--- src/rtl/seg7_scan_driver_pkg.sv ---
// Shared types and constants for the 4-digit seven-segment scan driver.
// Purely declarative: no latency, no flow control.
package seg7_pkg;

  typedef logic [1:0] digit_idx_t;
  typedef logic [6:0] seg_t;

  localparam seg_t       SEG_BLANK = 7'h7F;
  localparam logic [3:0] AN_OFF    = 4'hF;

  // Active-low {g,f,e,d,c,b,a}; entry 15 is listed first.
  localparam logic [15:0][6:0] HEX2SEG = {
    7'h0E, 7'h06, 7'h21, 7'h46, 7'h03, 7'h08, 7'h10, 7'h00,
    7'h78, 7'h02, 7'h12, 7'h19, 7'h30, 7'h24, 7'h79, 7'h40
  };

  function automatic logic [3:0] digit_onehot_n(input digit_idx_t idx);
    return ~(4'b0001 << idx);
  endfunction

endpackage

--- src/rtl/seg7_scan_driver_if.sv ---
// Display-data load port and board pin bundle for seg7_scan_driver.
// Signal bundle only; load is always accepted, so there is no backpressure.
interface seg7_scan_driver_if;
  import seg7_pkg::*;

  logic        load;
  logic [15:0] digits_in;
  logic [3:0]  dp_in;
  logic        load_pending;
  logic        frame_tick;
  logic [3:0]  an_n;
  seg_t        seg_n;
  logic        dp_n;

  modport master (
    output load, digits_in, dp_in,
    input  load_pending, frame_tick, an_n, seg_n, dp_n
  );

  modport slave (
    input  load, digits_in, dp_in,
    output load_pending, frame_tick, an_n, seg_n, dp_n
  );

endinterface

--- src/rtl/seg7_scan_driver_decoder.sv ---
// Combinational hex nibble to active-low segment lookup.
// Zero latency, no flow control.
module seg7_decoder
  import seg7_pkg::*;
(
  input  logic [3:0] i_nib,
  output seg_t       o_seg
);

  assign o_seg = HEX2SEG[i_nib];

endmodule

--- src/rtl/seg7_scan_driver.sv ---
// 4-digit common-anode scan driver, double-buffered per frame; SEG7_LEADING_ZERO_BLANK_EN blanks leading zeros.
// Pins registered 1 clk after scan/active change; load always accepted (no backpressure), last load per frame wins.
module seg7_scan_driver
  import seg7_pkg::*;
#(
  parameter int SCAN_DIV = 100000
) (
  input  logic               clk,
  input  logic               rst,
  seg7_scan_driver_if.slave  bus
);

  localparam int PRESC_W = $clog2(SCAN_DIV);

  generate
    if (SCAN_DIV < 2) begin : g_bad_div
      $error("seg7_scan_driver: SCAN_DIV must be >= 2");
    end
  endgenerate

  logic [PRESC_W-1:0] r_presc;
  digit_idx_t         r_scan_idx;
  logic [19:0]        r_shadow;
  logic [19:0]        r_active;
  logic               r_pending;
  logic               r_frame_tick;
  logic [3:0]         r_an_n;
  seg_t               r_seg_n;
  logic               r_dp_n;

  logic        w_tick;
  logic        w_boundary;
  logic [19:0] w_new;
  logic [15:0] w_act_dig;
  logic [3:0]  w_act_dp;
  logic [3:0]  w_nib;
  logic        w_dp;
  logic        w_blank;
  seg_t        w_seg;

  assign w_tick     = (r_presc == PRESC_W'(SCAN_DIV - 1));
  assign w_boundary = w_tick && (r_scan_idx == 2'd3);
  assign w_new      = {bus.dp_in, bus.digits_in};

  always_ff @(posedge clk or posedge rst) begin
    if (rst) begin
      r_presc    <= '0;
      r_scan_idx <= '0;
    end else if (w_tick) begin
      r_presc    <= '0;
      r_scan_idx <= r_scan_idx + 2'd1;
    end else begin
      r_presc    <= r_presc + PRESC_W'(1);
    end
  end

  // A load landing on the boundary bypasses the shadow so it is not held a whole frame.
  always_ff @(posedge clk or posedge rst) begin
    if (rst) begin
      r_shadow     <= '0;
      r_active     <= '0;
      r_pending    <= 1'b0;
      r_frame_tick <= 1'b0;
    end else begin
      r_frame_tick <= w_boundary;
      if (bus.load && w_boundary) begin
        r_active  <= w_new;
        r_shadow  <= w_new;
        r_pending <= 1'b0;
      end else if (bus.load) begin
        r_shadow  <= w_new;
        r_pending <= 1'b1;
      end else if (w_boundary && r_pending) begin
        r_active  <= r_shadow;
        r_pending <= 1'b0;
      end
    end
  end

  assign w_act_dig = r_active[15:0];
  assign w_act_dp  = r_active[19:16];
  assign w_nib     = w_act_dig[{r_scan_idx, 2'b00} +: 4];
  assign w_dp      = w_act_dp[r_scan_idx];

`ifdef SEG7_LEADING_ZERO_BLANK_EN
  always_comb begin
    w_blank = 1'b0;
    case (r_scan_idx)
      2'd3:    w_blank = (w_act_dig[15:12] == 4'h0);
      2'd2:    w_blank = (w_act_dig[15:8]  == 8'h00);
      2'd1:    w_blank = (w_act_dig[15:4]  == 12'h000);
      default: w_blank = 1'b0;
    endcase
  end
`else
  assign w_blank = 1'b0;
`endif

  seg7_decoder u_decoder (
    .i_nib (w_nib),
    .o_seg (w_seg)
  );

  // A lit decimal point keeps the anode on even when the digit itself is blanked.
  always_ff @(posedge clk or posedge rst) begin
    if (rst) begin
      r_an_n  <= AN_OFF;
      r_seg_n <= SEG_BLANK;
      r_dp_n  <= 1'b1;
    end else begin
      r_an_n  <= (w_blank && !w_dp) ? AN_OFF : digit_onehot_n(r_scan_idx);
      r_seg_n <= w_blank ? SEG_BLANK : w_seg;
      r_dp_n  <= ~w_dp;
    end
  end

  assign bus.load_pending = r_pending;
  assign bus.frame_tick   = r_frame_tick;
  assign bus.an_n         = r_an_n;
  assign bus.seg_n        = r_seg_n;
  assign bus.dp_n         = r_dp_n;

endmodule

--- src/flat_wrapper.sv ---
// flat-port wrapper written by rule: the top's interface ports become plain ports
module seg7_scan_driver_flat import seg7_pkg::*;
#(
  parameter int SCAN_DIV = 100000
)
  (clk, rst, bus_load, bus_digits_in, bus_dp_in, bus_load_pending, bus_frame_tick, bus_an_n, bus_seg_n, bus_dp_n);
  seg7_scan_driver_if bus_i ();
  input  logic clk;
  input  logic rst;
  input wire logic [$bits(bus_i.load)-1:0] bus_load;
  input wire logic [$bits(bus_i.digits_in)-1:0] bus_digits_in;
  input wire logic [$bits(bus_i.dp_in)-1:0] bus_dp_in;
  output wire logic [$bits(bus_i.load_pending)-1:0] bus_load_pending;
  output wire logic [$bits(bus_i.frame_tick)-1:0] bus_frame_tick;
  output wire logic [$bits(bus_i.an_n)-1:0] bus_an_n;
  output wire logic [$bits(bus_i.seg_n)-1:0] bus_seg_n;
  output wire logic [$bits(bus_i.dp_n)-1:0] bus_dp_n;
  assign bus_i.load = bus_load;
  assign bus_i.digits_in = bus_digits_in;
  assign bus_i.dp_in = bus_dp_in;
  assign bus_load_pending = bus_i.load_pending;
  assign bus_frame_tick = bus_i.frame_tick;
  assign bus_an_n = bus_i.an_n;
  assign bus_seg_n = bus_i.seg_n;
  assign bus_dp_n = bus_i.dp_n;
  seg7_scan_driver #(.SCAN_DIV(SCAN_DIV)) u_core (.clk(clk), .rst(rst), .bus(bus_i));
endmodule
--- config.mk ---
export PLATFORM = sky130hd
export DESIGN_NAME = seg7_scan_driver_flat
export DESIGN_NICKNAME = d
export VERILOG_FILES = /design/src/rtl/seg7_scan_driver_pkg.sv /design/src/rtl/seg7_scan_driver_if.sv /design/src/rtl/seg7_scan_driver_decoder.sv /design/src/rtl/seg7_scan_driver.sv /design/src/flat_wrapper.sv
export SDC_FILE = /design/constraint.sdc
export NUM_CORES = 1
export LEC_CHECK = 0
export ABC_CLOCK_PERIOD_IN_PS = 2000
export CORE_MARGIN = 5
export CORE_UTILIZATION = 50
export CTS_BUF_LIST = sky130_fd_sc_hd__clkbuf_4 sky130_fd_sc_hd__clkbuf_8 sky130_fd_sc_hd__clkbuf_16
export DETAILED_ROUTE_END_ITERATION = 16
export PLACE_DENSITY = 0.75
export SYNTH_ARGS = -nofsm -noshare
export SYNTH_HDL_FRONTEND = slang
export SYNTH_SLANG_ARGS = --single-unit
--- constraint.sdc ---
create_clock -name clk -period 2 [get_ports clk]
set_input_delay 0.3 -clock clk [delete_from_list [all_inputs] [get_ports clk]]
set_output_delay 0.3 -clock clk [all_outputs]
set_load 0.02 [all_outputs]
After elaboration in Yosys (flattened, before gate mapping)

Memory sizes are Yosys's and may differ from the RTL's. A register that Yosys moved wholly into a read port is not among the register bits.
Cells that the tools add are included.

Bits in registers: 66
Memory bits (read-only): 112
Input bits: 23
Output and inout port bits: 14
Word-level logic and storage cells: 37
Memories kept: 1

Add/subtract/negate cells: 2
$lt $le $gt $ge: 1
Equality and inequality tests: 3
Shift operators: 2
Multiplexer cells: 11
Bitwise operators: 2
Reductions and logical operators: 7

Memories:

| name             | words | bits a word | read ports | clocked after memory_dff | wr ports | RTL line                       | text |
|---|---|---|---|---|---|---|---|
| (name not given) | 16    | 7           | 1          | 1                        | 0        | seg7_scan_driver_decoder.sv:10 | `assign o_seg = HEX2SEG[i_nib];` |

Operator list:

| operator                                                                      | number |
|---|---|
| 20-bit two-way mux                                                            | 5 |
| 17-bit by 1-bit adder with 17-bit output (second input constant)              | 1 |
| 17-bit == test (second input constant)                                        | 1 |
| 17-bit two-way mux                                                            | 1 |
| 16-bit by 5-bit variable part select with 4-bit output                        | 1 |
| 1-bit two-way mux                                                             | 4 |
| 4-bit inverter                                                                | 1 |
| 2-bit nonzero test                                                            | 2 |
| 1-bit by 2-bit left shift with 4-bit output (first input constant)            | 1 |
| 1-bit logical AND                                                             | 3 |
| 2-bit by 3-bit less-than comparator with 1-bit output (second input constant) | 1 |
| 3-bit nonzero test                                                            | 1 |
| 2-bit by 1-bit adder with 2-bit output (second input constant)                | 1 |
| 1-bit binary-select mux with 2-bit select                                     | 1 |
| 2-bit == test (second input constant)                                         | 1 |
| 2-bit by 1-bit != test with 1-bit output (second input constant)              | 1 |
| 2-bit AND reduction                                                           | 1 |
| 1-bit inverter                                                                | 1 |

Longest topological paths before layout

Gate-level depths: netlist of the first run.

Word-level depth: 6
Gate-level depth with buffers: 7
Gate-level depth less buffers: 6

Hierarchy

Synthesis of the first run repeated with hierarchy kept, for this count alone.

Cell total of the unflattened synthesis: 233
Area, all modules: 3,224.3 um^2

Modules (own cells, without submodules):

| module           | instances | cells each | area each (um^2) |
|---|---|---|---|
| seg7_scan_driver | 1         | 201        | 2,949.1 |
| seg7_decoder     | 1         | 32         | 275.3 |

Least setup slack after synthesis of the first run

No wires, ideal clock.

Path kind: reg2reg
Start: register u_core.r_presc[8]
End: register u_core.r_active[0]
Library setup time: 0.127 ns
Data arrival time: 1.969 ns
Data required time: 1.873 ns
Setup slack: -0.096 ns
Cell stages (with the launch flop): 6
Period minus slack after synthesis: 2.096 ns
Cells stage by stage: dfrtp_1 -> or4_4 -> nor4_4 -> nor3b_2 -> buf_6 -> mux2_1

Longest elaborated chain between the ends: 5
Elaborated cells on any way between the ends: 8
Those cells by class: eq/ne: 2; mux: 1; reduce/logical: 5

RTL lines:

| what                                                                                     | RTL line                                       | text |
|---|---|---|
| from (decl)                                                                              | seg7_scan_driver.sv:21                         | `logic [PRESC_W-1:0] r_presc;` |
| from (signal assigned)                                                                   | seg7_scan_driver.sv:53                         | `r_presc <= r_presc + PRESC_W'(1);` |
| 17-bit == test *                                                                         | seg7_scan_driver.sv:41                         | `assign w_tick = (r_presc == PRESC_W'(SCAN_DIV - 1));` |
| 1-bit logical AND *                                                                      | seg7_scan_driver.sv:42                         | `assign w_boundary = w_tick && (r_scan_idx == 2'd3);` |
| 1-bit logical AND, on equally long branches                                              | seg7_scan_driver.sv:66, seg7_scan_driver.sv:73 |  |
| 2-bit by 1-bit != test with 1-bit output (no line) or 2-bit nonzero test (tied branches) | --                                             |  |
| 2-bit AND reduction (no line)                                                            | --                                             |  |
| to (signal assigned)                                                                     | seg7_scan_driver.sv:67                         | `r_active <= w_new;` |
| to (signal assigned)                                                                     | seg7_scan_driver.sv:74                         | `r_active <= r_shadow;` |
| to (decl)                                                                                | seg7_scan_driver.sv:24                         | `logic [19:0] r_active;` |

Mark *: on every way between the ends. The rest lies on a longest branch, timed or not.
A chain may end at the register's enable or synchronous reset.

Worst setup path in the final report of the first run

Start: register u_core.r_presc[12]
End: register u_core.r_active[7]

The elaborated chain is that of the path after synthesis.

==> impl_metrics.py, run 1 <==
metrics = {
    "power_and_ir_drop": {
        "switching_share_pct": 20.9,
        "p_clk_share_pct": 39.7,
        "peakVddDrop_mv": 0.413,
        "cellLeakagePower_nw": 1.80,
        "p_comb_share_pct": 5.4,
        "pwr-share-seq_pct": 54.9,
        "power.density_mw_per_mm2": 694,
        "power.total_mw": 2.78,
        "switching_power_mw": 0.579,
        "internal_power_mw": 2.20,
    },
    "routing": {
        "drc_errors": 0,
        "wl_um": 5490,
        "vias": 1910,
        "route.antenna.remaining_nets": 0,
        "wl_per_cell_um": 14.7,
        "vias_per_cell": 5.12,
        "drtIter0Drc": 34,
        "dr.pass1.iters": 4,
    },
    "global_route": {
        "grt_pass1_wl_um": 9680,
        "gr-total-overflow": 0,
        "grt_max_degree": 35,
        "grt_usage_pct": 14.9,
        "antenna_found_initial": 0,
        "grt_pass1_vias": 2038,
    },
    "clock_tree": {
        "cts_made_buffers": 9,
        "clkSlewWorstSetupHoldPaths_ns": 0.07,
        "cts_buffer_depth": 2,
        "cts_tree": "yes",
        "clock_sinks": 73,
        "h-tree-depth": 3,
        "insertion_delay_ns": 0.34,
        "root_buffer": "clkbuf_8",
    },
    "finish": {
        "area_growth_pct": 25.4,
        "final_common_cell": "dfrtp_1",
        "final_cell_mix": "dfrtp_1 (61), clkdlybuf4s50_1 (36), mux2_2 (22), mux2_1 (16), buf_4 (15)",
        "final_cells": 373,
        "multi_input_area_mm2": 0.00128,
        "n_antenna_cell": 0,
        "layout-drive-gt1-share_pct": 27.7,
        "final_nets": 325,
        "ff_latch_area_mm2": 0.00184,
        "fillerInstances": 473,
    },
    "floorplanning": {
        "io_pins": 37,
        "die_w_um": 89.9,
        "die_y_um": 89.9,
        "fp-row-count": 29,
        "core_area_mm2": 0.00628,
        "start_util_pct": 50.8,
        "dieArea_mm2": 0.00807,
    },
    "logic_synthesis": {
        "synth-edff-count": 0,
        "ys_ff_latch": 73,
        "synth_fp_nets": 266,
        "yosys.area.top_type": "dfrtp_1",
        "yosysUniqueCellTypes": 36,
        "synth.avg_cell_area_um2": 13.7,
        "synth_cells": 232,
        "netlist.area_leader.share_pct": 47.9,
        "yosys-top-cells-area": "dfrtp_1 (48%), dfstp_2 (9.9%), mux2_2 (7.8%), mux2_1 (7.1%), ha_1 (4.3%)",
        "ys_seq_area_share_pct": 57.8,
        "yosys_warnings": 0,
        "synth_ff_type": "dfrtp_1",
        "synthArstFlopShare_pct": 100,
        "synth_area_mm2": 0.00319,
    },
    "critical_path": {
        "r2r_end": "u_core.r_active[7]",
        "arrival_ns": 2.23,
        "cp-start-kind": "flop",
        "crit_required_ns": 2.22,
        "ff2ff_setup_slack_ns": -0.01,
        "r2r_start": "u_core.r_presc[12]",
        "crit_path_end_kind": "flop",
        "r2r_cells": 5,
        "crit_type": "flop to flop",
        "cp_max_fo": 10,
    },
    "sta": {
        "fin_skew_ns": 0.00673,
        "worst_pin_slew_ns": 0.394,
        "fmax_mhz": 497,
        "relSlewSlack_pct": 73.7,
        "finalHoldViolations": 0,
        "fin_crit_sh_pct": 101,
        "fin_crit_ns": 2.01,
        "slew_violations": 0,
        "worst_slack_ns": -0.0141,
        "setup_viol": 7,
        "hold_ws_ns": 0.300,
        "rsz0062_at_grt": "yes",
    },
    "outcome": {
        "status": "finished with violations",
        "violations": "negative setup slack",
    },
    "placement": {
        "io_buffers": 36,
        "globalplace.congestion": 0.756,
        "dp_hpwl_um": 3940,
        "dp_cells": 356,
    },
    "run": {
        "drv_cap": 0,
    },
    "hold_path": {
        "hp-class": "primary input to asynchronous set/reset pin",
    },
}
[worst max path at each step]
stage | from | end | slack [ns]
floorplan | u_core.r_presc[0] | u_core.r_active[0] | 0.008
global placement | u_core.r_presc[12] | u_core.r_active[11] | 0.04
detailed placement | u_core.r_presc[12] | u_core.r_active[7] | 0.009
CTS | u_core.r_presc[12] | u_core.r_active[16] | -0.008
global route | u_core.r_presc[12] | u_core.r_active[8] | -0.08
finish | u_core.r_presc[12] | u_core.r_active[7] | -0.01
[timing repair]
| action | CTS | global route |
|---|---|---|
| resized for setup | 0 | 6 |
| pin swaps | 0 | 1 |
| setup endpoints to repair | 6 | 20 |
| buffers inserted | 0 | 1 |
| hold buffers | 0 | 0 |
[layout make-up]
class | count | area share, %
Timing Repair Buffer | 55 | 13.4
Clock inverter | 2 | 0.250
Clock buffer | 14 | 4.66
Sequential cell | 73 | 46.1
Inverter | 12 | 1.22
Multi-Input combinational cell | 140 | 32.0
Tap cell | 77 | 2.41
[Yosys cell counts (5+ instances only)]
library cell	number
dfrtp_1	61
mux2_2	22
mux2_1	20
dfstp_2	12
inv_1	12
nor2_1	12
ha_1	11
nand2_1	8
nand3_1	8
xnor2_1	7
xor2_1	7
mux4_2	5
nor2b_1	5
[cells by family after synthesis]
family | share of synthesized area, %
buf+inv | 2.75
xor+xnor | 3.85
flops | 57.8
simple gates | 9.73
compound gates | 2.90
fa+ha+maj | 4.32
mux | 18.7
[sequential cells by signal, indices dropped and copies added, names as in the netlist]
signal and count:
u_core.bus.frame_tick 1, u_core.bus.seg_n 7, u_core.r_active 20, u_core.bus.an_n 4, u_core.r_presc 17, u_core.r_shadow 20
u_core.bus.load_pending 1, u_core.r_scan_idx 2, u_core.bus.dp_n 1
[power by group through the flow]
stage | registers, mW | clock network [mW] | logic [mW]
after detailed placement | 1.55 | 0 | 0.154
after CTS | 1.53 | 1.15 | 0.155
after global routing | 1.53 | 1.21 | 0.169
after global placement | 1.55 | 0 | 0.151
final | 1.53 | 1.10 | 0.149
after floorplan | 1.55 | 0 | 0.0773
[stage by stage]
stage          util [%]  cell area, µm²  TNS, ns  worst slack [ns]
4_1_cts            63.2            3970  -0.0244          -0.00797
3_5_place_dp       60.1            3770        0           0.00899
5_1_grt            63.7            4000    -1.17           -0.0770
2_1_floorplan         -            3200        0           0.00794
6_report           63.7            4000  -0.0414           -0.0141
3_3_place_gp       60.1            3770        0            0.0392
[routing by layer]
metal / vias to the layer above / wire length (µm) / GRT usage, %
li1: 923 / - / -
met1: 950 / 2560 / 18.9
met2: 30 / 2590 / 23.0
met3: 7 / 257 / 3.84
met4: 0 / 85 / 8.56
met5: - / 0 / 0
[critical path, cell delays in order (launching register included)]
cell and delay [ns]:
dfrtp_1 0.38, or4_4 0.54, nor4_4 0.16, nor3b_4 0.28, buf_6 0.19, mux2_1 0.33
(Power assumes the default switching activity.)
==> run 2: changes to the inputs <==
--- a/config.mk
+++ b/config.mk
@@ -6,6 +6,7 @@
 export NUM_CORES = 1
 export LEC_CHECK = 0
 export ABC_CLOCK_PERIOD_IN_PS = 2000
+export CORE_ASPECT_RATIO = 1.1
 export CORE_MARGIN = 5
 export CORE_UTILIZATION = 50
 export CTS_BUF_LIST = sky130_fd_sc_hd__clkbuf_4 sky130_fd_sc_hd__clkbuf_8 sky130_fd_sc_hd__clkbuf_16
==> impl_metrics.py, run 2 (same netlist as run 1, synthesis figures left out) <==
metrics = {
    "outcome": {
        "status": "finished with violations",
        "violations": "negative setup slack",
    },
    "sta": {
        "finalHoldViolations": 0,
        "setup_viol": 20,
        "fin_tns_setup_ns": -1.12,
        "relSlewSlack_pct": 74.6,
        "slew_violations": 0,
        "worst_pin_slew_ns": 0.380,
        "fin_crit_ns": 2.09,
        "fin_crit_sh_pct": 104,
        "hold_ws_ns": 0.393,
        "fin_skew_ns": 0.00819,
        "rsz0062_at_grt": "yes",
        "fmax_mhz": 479,
        "worst_slack_ns": -0.0881,
    },
    "global_route": {
        "grt_pass1_wl_um": 9540,
        "grt_pass1_vias": 2041,
        "grt_usage_pct": 15.5,
        "antenna_found_initial": 0,
        "grt_max_degree": 74,
        "gr-total-overflow": 0,
    },
    "critical_path": {
        "r2r_start": "u_core.r_presc[1]",
        "crit_chain": "ha_2 > nand4_1 > nor4_4 > nor3b_4 > buf_6 > clkbuf_16 > mux2_1",
        "cp_max_fo": 10,
        "crit_type": "flop to flop",
        "crit_path_end_kind": "flop",
        "cp-start-kind": "flop",
        "max_stage_delay_ns": 0.37,
        "ff2ff_setup_slack_ns": -0.09,
        "arrival_ns": 2.31,
        "r2r_end": "u_core.r_active[2]",
        "r2r_cells": 7,
        "critical_path.slowest_cell": "dfrtp_1",
        "crit_required_ns": 2.22,
        "crit_buf_inv": 2,
        "crit_family": "simple AND/OR/NAND/NOR gates",
    },
    "clock_tree": {
        "h-tree-depth": 3,
        "clock_sinks": 73,
        "insertion_delay_ns": 0.34,
        "clkSlewWorstSetupHoldPaths_ns": 0.07,
        "cts_made_buffers": 9,
        "cts_hold_buffers": 0,
        "root_buffer": "clkbuf_8",
        "cts_tree": "yes",
        "cts_buffer_depth": 2,
    },
    "routing": {
        "dr.pass1.iters": 4,
        "wl_um": 5780,
        "vias_per_cell": 5.11,
        "wl_per_cell_um": 15.3,
        "route.antenna.remaining_nets": 0,
        "drc_errors": 0,
        "drtIter0Drc": 59,
        "vias": 1931,
    },
    "floorplanning": {
        "core_area_mm2": 0.00619,
        "die_y_um": 93.7,
        "die_w_um": 86.1,
        "fp-row-count": 30,
        "dieArea_mm2": 0.00807,
        "io_pins": 37,
        "start_util_pct": 51.5,
    },
    "finish": {
        "layout-drive-gt1-share_pct": 31.2,
        "multi_input_area_mm2": 0.00131,
        "reg_top3": "u_core.r_active: 20 flops, u_core.r_shadow: 20 flops, u_core.r_presc: 17 flops",
        "ff_latch_area_mm2": 0.00184,
        "final_nets": 328,
        "final_common_cell": "dfrtp_1",
        "design_area_mm2": 0.00406,
        "area_growth_pct": 27.2,
        "final_cell_mix": "dfrtp_1 (60), clkdlybuf4s50_1 (36), mux2_2 (22), buf_4 (17)",
        "final_cells": 378,
        "fillerInstances": 460,
        "n_antenna_cell": 0,
    },
    "placement": {
        "io_buffers": 36,
        "post_dp_cell_area_mm2": 0.00376,
        "globalplace.congestion": 0.749,
        "place_ws_ns": -0.0469,
        "dp_cells": 357,
        "dp_hpwl_um": 3900,
    },
    "power_and_ir_drop": {
        "cellLeakagePower_nw": 1.80,
        "peakVddDrop_mv": 0.393,
        "power.density_mw_per_mm2": 656,
    },
    "run": {
        "drv_cap": 0,
    },
    "hold_path": {
        "hp-class": "primary input to asynchronous set/reset pin",
    },
}
run 2: layer usage:
metal	share of wire (%)	vias to the layer above	GRT usage (%)
met5	0	-	0
met4	2.2	0	7.92
met3	4.2	9	4.47
met2	50	33	26.2
met1	43	966	17.8
li1	-	923	-
run 2: power by group:
part	leakage (nW)	internal [mW]	switching, mW
Sequential	0.910	1.52	0.00856
Clock	0.0921	0.482	0.506
Combinational	0.798	0.0820	0.0649
run 2: tightest hold or removal path: stages:
cell             delay, ns
clkdlybuf4s50_1       0.44
clkinvlp_4            0.09
buf_12                0.31
run 2: repair_timing:
action                                  4_1_cts  5_1_grt
pin swaps                                     0        2
resized for setup                             0       14
endpoints found under the setup margin       20       21
buffers inserted                              0        4
gates cloned                                  0        2
run 2: per-stage QoR:
| step | utilization, % | total power, mW |
|---|---|---|
| detailed placement | 60.7 | 1.70 |
| global placement | 60.7 | 1.70 |
| finish | 65.5 | 2.66 |
| global route | 65.5 | 2.79 |
| floorplan | - | 1.63 |
| CTS | 63.4 | 2.69 |
run 2: layout make-up:
type,instances,share of cell area (%)
inverters,12,1.20
flip-flops and latches,73,45.4
repair buffers,58,14.5
well taps,80,2.47
clock inverters,4,0.494
clock buffers,11,3.58
multi-input cells,140,32.3
run 2: how the worst max path moves through the flow:
| stage | startpoint | endpoint | slack, ns | depth (start not counted) |
|---|---|---|---|---|
| floorplan | u_core.r_presc[0] | u_core.r_active[0] | 0.008 | 6 |
| global placement | u_core.r_presc[12] | u_core.r_active[17] | 0.05 | 5 |
| detailed placement | u_core.r_presc[12] | u_core.r_active[18] | -0.05 | 5 |
| CTS | u_core.r_presc[12] | u_core.r_active[18] | -0.06 | 5 |
| global route | u_core.r_presc[1] | u_core.r_active[13] | -0.14 | 7 |
| finish | u_core.r_presc[1] | u_core.r_active[2] | -0.09 | 7 |
==> run 3: changes to the inputs <==
--- a/config.mk
+++ b/config.mk
@@ -6,10 +6,10 @@
 export NUM_CORES = 1
 export LEC_CHECK = 0
 export ABC_CLOCK_PERIOD_IN_PS = 2000
-export CORE_ASPECT_RATIO = 1.1
 export CORE_MARGIN = 5
 export CORE_UTILIZATION = 50
 export CTS_BUF_LIST = sky130_fd_sc_hd__clkbuf_4 sky130_fd_sc_hd__clkbuf_8 sky130_fd_sc_hd__clkbuf_16
+export CTS_CLUSTER_DIAMETER = 40
 export DETAILED_ROUTE_END_ITERATION = 16
 export PLACE_DENSITY = 0.75
 export SYNTH_ARGS = -nofsm -noshare
==> results of run 3 <==
The final DEF is identical to that of run 1; final timing and power are the same.
